===== config.mk =====
export PLATFORM = sky130hd
export DESIGN_NAME = axis_pktrecv
export DESIGN_NICKNAME = d
export VERILOG_FILES = /design/src/rtl/axis_pktrecv_pkg.sv /design/src/rtl/axis_pktrecv_skidbuffer.sv /design/src/rtl/axis_pktrecv.sv
export SDC_FILE = /design/constraint.sdc
export NUM_CORES = 1
export LEC_CHECK = 0
export CAP_MARGIN = 10
export CORE_MARGIN = 1
export CORE_UTILIZATION = 40
export DETAILED_ROUTE_END_ITERATION = 10
export GPL_TIMING_DRIVEN = 0
export PLACE_DENSITY = 0.66
export SLEW_MARGIN = 20
export SYNTH_ARGS = -nofsm -noshare
export SYNTH_HDL_FRONTEND = slang
export SYNTH_SLANG_ARGS = --single-unit

===== constraint.sdc =====
create_clock -name i_aclk -period 7.5 [get_ports i_aclk]
set_input_delay 2.25 -clock i_aclk [delete_from_list [all_inputs] [get_ports i_aclk]]
set_output_delay 2.25 -clock i_aclk [all_outputs]
set_load 0.02 [all_outputs]

===== src/rtl/axis_pktrecv_pkg.sv =====
// Shared constants and byte-count helper for the AXI-stream packet receiver.
package axis_pktrecv_pkg;

  localparam int C_DEF_DATA_WIDTH = 32;
  localparam int C_DEF_ID_WIDTH   = 1;
  localparam int C_DEF_DEST_WIDTH = 1;
  localparam int C_DEF_USER_WIDTH = 1;
  localparam int C_DEF_LGLEN      = 16;
  localparam int C_DEF_MAX_PACKET = 1500;
  // Widest supported byte-lane mask (1024-bit TDATA).
  localparam int C_MAX_STRB       = 128;

  // Data bytes in a beat: lanes that are both kept and data-qualified.
  function automatic logic [7:0] vbytes(input logic [C_MAX_STRB-1:0] keep,
                                        input logic [C_MAX_STRB-1:0] strb);
    logic [7:0] n;
    n = '0;
    for (int i = 0; i < C_MAX_STRB; i++)
      n = n + {7'd0, keep[i] & strb[i]};
    return n;
  endfunction

endpackage


===== src/rtl/axis_pktrecv_skidbuffer.sv =====
// Registered-output skid buffer: one output register plus one overflow slot.
module skidbuffer #(
  parameter int DW = 8
) (
  input  logic          clk,
  input  logic          rst_n,
  input  logic          in_valid,
  output logic          in_ready,
  input  logic [DW-1:0] in_data,
  output logic          out_valid,
  input  logic          out_ready,
  output logic [DW-1:0] out_data
);

  logic          skid_full;
  logic [DW-1:0] skid_data;

  assign in_ready = !skid_full;

  always_ff @(posedge clk or negedge rst_n) begin
    if (!rst_n) begin
      out_valid <= 1'b0;
      out_data  <= '0;
      skid_full <= 1'b0;
      skid_data <= '0;
    end else if (!out_valid || out_ready) begin
      // Output slot frees up: the older skid beat always goes first.
      if (skid_full) begin
        out_valid <= 1'b1;
        out_data  <= skid_data;
        skid_full <= 1'b0;
      end else begin
        out_valid <= in_valid;
        if (in_valid) out_data <= in_data;
      end
    end else if (in_valid && !skid_full) begin
      skid_full <= 1'b1;
      skid_data <= in_data;
    end
  end

endmodule


===== src/rtl/axis_pktrecv.sv =====
// AXI-stream pass-through that measures packet byte length and reports it per TLAST.
// Optional: AXIS_PKTRECV_OVERSIZE_DROP_EN drops beats past MAX_PACKET and zero-masks the TLAST beat.
module axis_pktrecv
  import axis_pktrecv_pkg::*;
#(
  parameter int C_AXIS_DATA_WIDTH = C_DEF_DATA_WIDTH,
  parameter int C_AXIS_ID_WIDTH   = C_DEF_ID_WIDTH,
  parameter int C_AXIS_DEST_WIDTH = C_DEF_DEST_WIDTH,
  parameter int C_AXIS_USER_WIDTH = C_DEF_USER_WIDTH,
  parameter int LGLEN             = C_DEF_LGLEN,
  parameter int MAX_PACKET        = C_DEF_MAX_PACKET
) (
  input  logic                           i_aclk,
  input  logic                           i_aresetn,
  input  logic                           S_AXIS_TVALID,
  output logic                           S_AXIS_TREADY,
  input  logic [C_AXIS_DATA_WIDTH-1:0]   S_AXIS_TDATA,
  input  logic [C_AXIS_DATA_WIDTH/8-1:0] S_AXIS_TSTRB,
  input  logic [C_AXIS_DATA_WIDTH/8-1:0] S_AXIS_TKEEP,
  input  logic                           S_AXIS_TLAST,
  input  logic [C_AXIS_ID_WIDTH-1:0]     S_AXIS_TID,
  input  logic [C_AXIS_DEST_WIDTH-1:0]   S_AXIS_TDEST,
  input  logic [C_AXIS_USER_WIDTH-1:0]   S_AXIS_TUSER,
  output logic                           M_AXIS_TVALID,
  input  logic                           M_AXIS_TREADY,
  output logic [C_AXIS_DATA_WIDTH-1:0]   M_AXIS_TDATA,
  output logic [C_AXIS_DATA_WIDTH/8-1:0] M_AXIS_TSTRB,
  output logic [C_AXIS_DATA_WIDTH/8-1:0] M_AXIS_TKEEP,
  output logic                           M_AXIS_TLAST,
  output logic [C_AXIS_ID_WIDTH-1:0]     M_AXIS_TID,
  output logic [C_AXIS_DEST_WIDTH-1:0]   M_AXIS_TDEST,
  output logic [C_AXIS_USER_WIDTH-1:0]   M_AXIS_TUSER,
  output logic                           o_len_valid,
  input  logic                           i_len_ready,
  output logic [LGLEN-1:0]               o_len,
  output logic                           o_len_oversize
);

  localparam int SW = C_AXIS_DATA_WIDTH / 8;
  localparam int PW = C_AXIS_DATA_WIDTH + 2*SW + 1 + C_AXIS_ID_WIDTH
                    + C_AXIS_DEST_WIDTH + C_AXIS_USER_WIDTH;
  localparam logic [LGLEN:0] MAXP = (LGLEN+1)'(MAX_PACKET);

  logic             skid_ready, accept, push;
  logic [LGLEN-1:0] len, sum_sat;
  logic [7:0]       vb;
  logic [LGLEN:0]   sum;
  logic             over, drop_beat, zero_last;
  logic [SW-1:0]    f_keep, f_strb;
  logic [PW-1:0]    s_pay, m_pay;

  assign S_AXIS_TREADY = i_aresetn && skid_ready && !o_len_valid;
  assign accept        = S_AXIS_TVALID && S_AXIS_TREADY;

  assign vb      = vbytes(C_MAX_STRB'(S_AXIS_TKEEP), C_MAX_STRB'(S_AXIS_TSTRB));
  assign sum     = {1'b0, len} + (LGLEN+1)'(vb);
  assign sum_sat = sum[LGLEN] ? '1 : sum[LGLEN-1:0];
  assign over    = sum > MAXP;

`ifdef AXIS_PKTRECV_OVERSIZE_DROP_EN
  // Sticky until TLAST: once a beat was dropped the packet is oversize.
  logic dropped;
  assign drop_beat = !S_AXIS_TLAST && over;
  assign zero_last = S_AXIS_TLAST && (dropped || over);

  always_ff @(posedge i_aclk or negedge i_aresetn) begin
    if (!i_aresetn)  dropped <= 1'b0;
    else if (accept) dropped <= S_AXIS_TLAST ? 1'b0 : (dropped || drop_beat);
  end
`else
  assign drop_beat = 1'b0;
  assign zero_last = 1'b0;
`endif

  assign push   = accept && !drop_beat;
  assign f_keep = zero_last ? '0 : S_AXIS_TKEEP;
  assign f_strb = zero_last ? '0 : S_AXIS_TSTRB;
  assign s_pay  = {S_AXIS_TDATA, f_strb, f_keep, S_AXIS_TLAST,
                   S_AXIS_TID, S_AXIS_TDEST, S_AXIS_TUSER};

  always_ff @(posedge i_aclk or negedge i_aresetn) begin
    if (!i_aresetn) begin
      len            <= '0;
      o_len          <= '0;
      o_len_oversize <= 1'b0;
      o_len_valid    <= 1'b0;
    end else begin
      if (o_len_valid && i_len_ready) o_len_valid <= 1'b0;
      // accept implies !o_len_valid, so the set below never races the clear.
      if (accept) begin
        if (S_AXIS_TLAST) begin
          o_len_valid <= 1'b1;
          len         <= '0;
`ifdef AXIS_PKTRECV_OVERSIZE_DROP_EN
          o_len          <= zero_last ? len : sum_sat;
          o_len_oversize <= over || dropped;
`else
          o_len          <= sum_sat;
          o_len_oversize <= over;
`endif
        end else if (!drop_beat) begin
          len <= sum_sat;
        end
      end
    end
  end

  skidbuffer #(.DW(PW)) u_skid (
    .clk       (i_aclk),
    .rst_n     (i_aresetn),
    .in_valid  (push),
    .in_ready  (skid_ready),
    .in_data   (s_pay),
    .out_valid (M_AXIS_TVALID),
    .out_ready (M_AXIS_TREADY),
    .out_data  (m_pay)
  );

  assign {M_AXIS_TDATA, M_AXIS_TSTRB, M_AXIS_TKEEP, M_AXIS_TLAST,
          M_AXIS_TID, M_AXIS_TDEST, M_AXIS_TUSER} = m_pay;

endmodule


# Yosys cells after proc, flatten, opt, wreduce, memory -nomap -nowiden
# Cells that the tools add are included.
dict set report totals {
  word_cells 42
  output_inout_bits 64
  inputBits 49
  register_bits 124
}
dict set report classes {
  bitwise_logic 5
  addsub 4
  n_lt_le_gt_ge 1
  mux 10
  reduce_logical 14
}
# operator count
set ops {}
lappend ops {{two-way mux 44 bit} 2}
lappend ops {{two-way mux 16 bit} 2}
lappend ops {{adder 16 x 4 -> 17 bit} 1}
lappend ops {{> comparator 17 x 11 -> 1 bit, second input constant} 1}
lappend ops {{two-way mux 1 bit} 6}
lappend ops {{AND reduction 2 bit} 3}
lappend ops {{logical AND 1 bit} 5}
lappend ops {{adder 3 x 1 -> 4 bit} 1}
lappend ops {{bitwise AND 1 bit} 4}
lappend ops {{nonzero test 2 bit} 2}
lappend ops {{adder 2 x 1 -> 3 bit} 1}
lappend ops {{logical NOT 1 bit} 3}
lappend ops {{adder 1 x 1 -> 2 bit} 1}
lappend ops {{logical OR 1 bit} 1}
lappend ops {{inverter 1 bit} 1}

# Longest topological paths before layout
# Gate-level depths: netlist (run 1).
dict set report depth {
  word_depth 7
  ltp_mapped 14
}

# Cells and area by module
# Synthesis (run 1) repeated with hierarchy kept, for this count alone.
dict set report hier_totals {
  cells_unflattened 487
  area_unflattened_um2 5985.7
}
# module area_each_um2 seq_area_each_um2 n_inst cells_per_inst
set by_module_without_submodules {}
lappend by_module_without_submodules {skidbuffer 3901.2 2252.2 1 243}
lappend by_module_without_submodules {axis_pktrecv 2084.5 850.8 1 244}

# Least setup slack after synthesis (run 1)
# Ideal clock, no wire load.
dict set report synth_path {
  path_type {input to register}
  start {in S_AXIS_TKEEP[0]}
  end {reg o_len_oversize}
  setup_slack_ns 2.440
  setup_time_ns 0.063
  arrival_ns 4.997
  stages 12
  cell_sequence {nand2_1 fa_1 fa_1 inv_1 fa_1 clkbuf_1 nand3_1 or3b_2 a2111o_1 o2111a_1 a31oi_1 o22a_2}
}
dict set report synth_between {
  elab_chain_cells 6
}
# element line_no
set synth_rtl {}
lappend synth_rtl {{start: declaration} axis_pktrecv.sv:19} ;# input logic [C_AXIS_DATA_WIDTH/8-1:0] S_AXIS_TKEEP,
lappend synth_rtl {{bitwise AND 1 bit} axis_pktrecv_pkg.sv:19} ;# n = n + {7'd0, keep[i] & strb[i]};
lappend synth_rtl {{adder 1 x 1 -> 2 bit} axis_pktrecv_pkg.sv:19}
lappend synth_rtl {{adder 2 x 1 -> 3 bit} axis_pktrecv_pkg.sv:19}
lappend synth_rtl {{adder 3 x 1 -> 4 bit} axis_pktrecv_pkg.sv:19}
lappend synth_rtl {{adder 16 x 4 -> 17 bit} axis_pktrecv.sv:56} ;# assign sum = {1'b0, len} + (LGLEN+1)'(vb);
lappend synth_rtl {{> comparator 17 x 11 -> 1 bit} axis_pktrecv.sv:58} ;# assign over = sum > MAXP;
lappend synth_rtl {{end signal: assignment} axis_pktrecv.sv:99} ;# o_len_oversize <= over;
lappend synth_rtl {{end: declaration} axis_pktrecv.sv:36} ;# output logic o_len_oversize
# No other way between the ends.
# A chain may end at the register's enable or synchronous reset.

# Worst setup path after layout (run 1)
dict set report layout_path {
  start {in i_aresetn}
  end {out S_AXIS_TREADY}
}
dict set report layout_between {
  elab_chain_cells 2
}
# element line_no
set layout_rtl {}
lappend layout_rtl {{start: declaration} axis_pktrecv.sv:14} ;# input logic i_aresetn,
lappend layout_rtl {{logical AND 1 bit (2 in a row)} axis_pktrecv.sv:52} ;# assign S_AXIS_TREADY = i_aresetn && skid_ready && !o_len_valid;
lappend layout_rtl {{end: declaration} axis_pktrecv.sv:16} ;# output logic S_AXIS_TREADY,
# No other way between the ends.

==> results of run 1 <==
[worst max-delay path, cell delays in order]
cell	delay (ps)
buf_6	480
nor3b_2	350
clkdlybuf4s50_1	650
[power breakdown]
part           switching (mW)  total (mW)  internal, mW
Sequential              0.103       0.957         0.854
Combinational           0.314       0.627         0.313
Clock                   0.278       0.755         0.477
[state kept, by name, indices dropped and copies added, names as in the netlist]
signal,count
u_skid.skid_data,44
o_len_valid,1
o_len_oversize,1
u_skid.out_data,44
u_skid.out_valid,1
o_len,16
len,16
u_skid.skid_full,1
[stage by stage]
stage | setup slack (ps) | instance area (um^2) | cells | util
after floorplan | 2440 | 5800 | 541 | -
after global placement | -2980 | 7150 | 833 | 0.511
after detailed placement | 1260 | 7170 | 834 | 0.513
after CTS | 1450 | 7720 | 864 | 0.552
after global routing | 1320 | 7720 | 864 | 0.552
final | 1510 | 7720 | 864 | 0.552
[layout make-up]
type                       count  area [um^2]  area share
sequential                   124         3100       0.402
tap                          180          225      0.0292
inverter                      10         37.5     0.00486
multi-input combinational    367         2490       0.323
timing repair buffer         113         1150       0.149
buffer                        40          166      0.0216
clock buffer                  24          482      0.0624
clock inverter                 6         63.8     0.00827
[metal layers]
layer | wire [um] | track usage | part of all wire
met1 | 6380 | 0.260 | 0.44
met2 | 6910 | 0.328 | 0.48
met3 | 943 | 0.0623 | 0.065
met4 | 215 | 0.0877 | 0.015
met5 | 0 | 0 | 0
[placed cells by master (no fill, tap or decap), types with 3 or more instances in the layout]
master           count
clkbuf_8             3
inv_1               10
o21ai_0             50
clkbuf_16           17
and3_1               7
nand3_1              8
clkbuf_1            35
nand2_1             68
xor2_1               3
nor3_1               3
mux2i_1             44
a31o_2               3
clkdlybuf4s50_1    111
xnor2_1              9
mux2_2              44
fa_1                 3
dfrtp_1            124
buf_1                3
buf_2                4
o22a_1               5
nor2_1              36
nand2b_1             3
a31oi_1             14
a21oi_1             32
o31ai_1              3
and2_1               3
[cells by family (layout without fill, tap and decap cells)]
group,after synthesis,after routing,share of synthesized area
AO/OA/AOI/OAI,123,123,0.129
XOR/XNOR,12,12,0.0181
adder cells (fa/ha/maj),4,4,0.0125
buffers and inverters,50,193,0.0352
flip-flops,124,124,0.535
multiplexers,88,88,0.161
AND/OR/NAND/NOR,140,140,0.108
[final timing paths]
check                                                    start                               to  slack (ps)  depth (start not counted)
worst max-delay path                                 i_aresetn                    S_AXIS_TREADY        1510                          3
worst min-delay path            u_skid.out_data[7]$_DFFE_PN0P_   u_skid.out_data[7]$_DFFE_PN0P_         480                          2
worst max register to register              len[0]$_DFFE_PN0P_              len[13]$_DFFE_PN0P_        3690                         13
worst min register to register  u_skid.out_data[7]$_DFFE_PN0P_   u_skid.out_data[7]$_DFFE_PN0P_         480                          2
max in group asynchronous                            i_aresetn  u_skid.out_data[23]$_DFFE_PN0P_        4960                          2
min in group asynchronous                            i_aresetn             o_len[8]$_DFFE_PN0P_        1840                          1
==> out/metrics.csv, run 1 <==
metric;value;unit
DRT iter0 DRCs;230;
H-tree Lvls;4;
Worst-path clk slew;50;ps
Worst Path Arrival;3740;ps
initial antenna violation count;0;
Synth area leader;dfrtp_1;
Chip Height;122;um
synth warn;0;
hold_ws;480;ps
ANT nets after route;0;
Hold Crit Class;reg2reg;
drt drc;0;
RSZ-0062 raised after global routing;false;
port buffer count;112;
Cells after Synth;541;
Mapped Area;0.00580;mm^2
clock latency on the worst-skew pair;410;ps
overall power;2.34;mW
synth unique cells;49;
CTS tree;done;
Post-CTS Resized;0;
Pre-antenna DRT Iters;7;
fraction of registers with async set/reset;1.00;
global placement routability congestion;0.882;
clock sinks;124;
main area contributors after synthesis;dfrtp_1 54%, mux2_2 8.5%, mux2i_1 7.6%;
largest net degree at the start of global routing;69;
Crit path required time;5250;ps
Achievable Freq;167;MHz
post-synth top area share;0.535;
status;finished clean;
layout cells sized above 1;0.133;
Slew @ Worst Pin;754;ps
vias in the first global route;4656;
Vias;4543;
Mapped Nets;594;
final global-route overflow total;0;
core region area;0.0140;mm^2
io pins;113;
Hold Violations, Final;0;
Setup CP Type;in2out;
gr usage total;0.206;
Setup Fix Bufs, Post-CTS;0;
Crit Path Max Fanout;68;
max_slew headroom;0.498;
FP Rows;43;
DR vias/cell;5.26;
fillers;1263;
CTS Hold Bufs;0;
worst vdd rail ir drop;0.177;mV
final WL;14400;um
Die W;122;um
Max Root-Sink Buffers;2;
sequential area share after synthesis;0.535;
Die Area;0.0150;mm^2
dpl hpwl;10300;um
Pwr Density;303;mW/mm^2
layout net count;726;
Setup crit end kind;primary output;
Final Setup Violations;0;
drt wl/cell;16.7;um
clock skew;8.32;ps
Pleak;3.23;nW
Initial Utilization;0.415;
count leader, synth;dfrtp_1;
first-pass GRT wire length;23400;um
Root Driver;clkbuf_16;
max-slew violation count;0;
Inserted Diodes;0;
Syn Area/Cell;10.7;um^2
setup TNS;0;ps
Main synth FF type;dfrtp_1;
CTS Buf Count;17;
Syn-to-layout area delta;33.1;%
Max Cap Viol;0;
Post-synth EDFFs;0;
top cells by count, synth;124 x dfrtp_1, 68 x nand2_1, 50 x o21ai_0;
period utilization;0.799;
startpoint types;primary input;
#FFs+latches synth;124;
fin crit period;5990;ps
(Power assumes the default switching activity.)
==> run 2: changes to the inputs <==
==> constraint.sdc (replaced) <==
create_clock -name i_aclk -period 5.65 [get_ports i_aclk]
set_input_delay 1.695 -clock i_aclk [delete_from_list [all_inputs] [get_ports i_aclk]]
set_output_delay 1.695 -clock i_aclk [all_outputs]
set_load 0.02 [all_outputs]
==> results of run 2 <==
The final DEF is identical to that of run 1. Status: finished clean.
Among the figures that moved: setup slack after placement 1260 ps -> -38.4 ps; setup slack after layout 1510 ps -> 347 ps; start point of the critical path i_aresetn -> S_AXIS_TSTRB[0]; end point of the critical path S_AXIS_TREADY -> len[13]$_DFFE_PN0P_; register-to-register setup slack 3690 ps -> 1840 ps; total power 2.34 mW -> 3.11 mW; worst IR drop on VDD 0.177 mV -> 0.234 mV
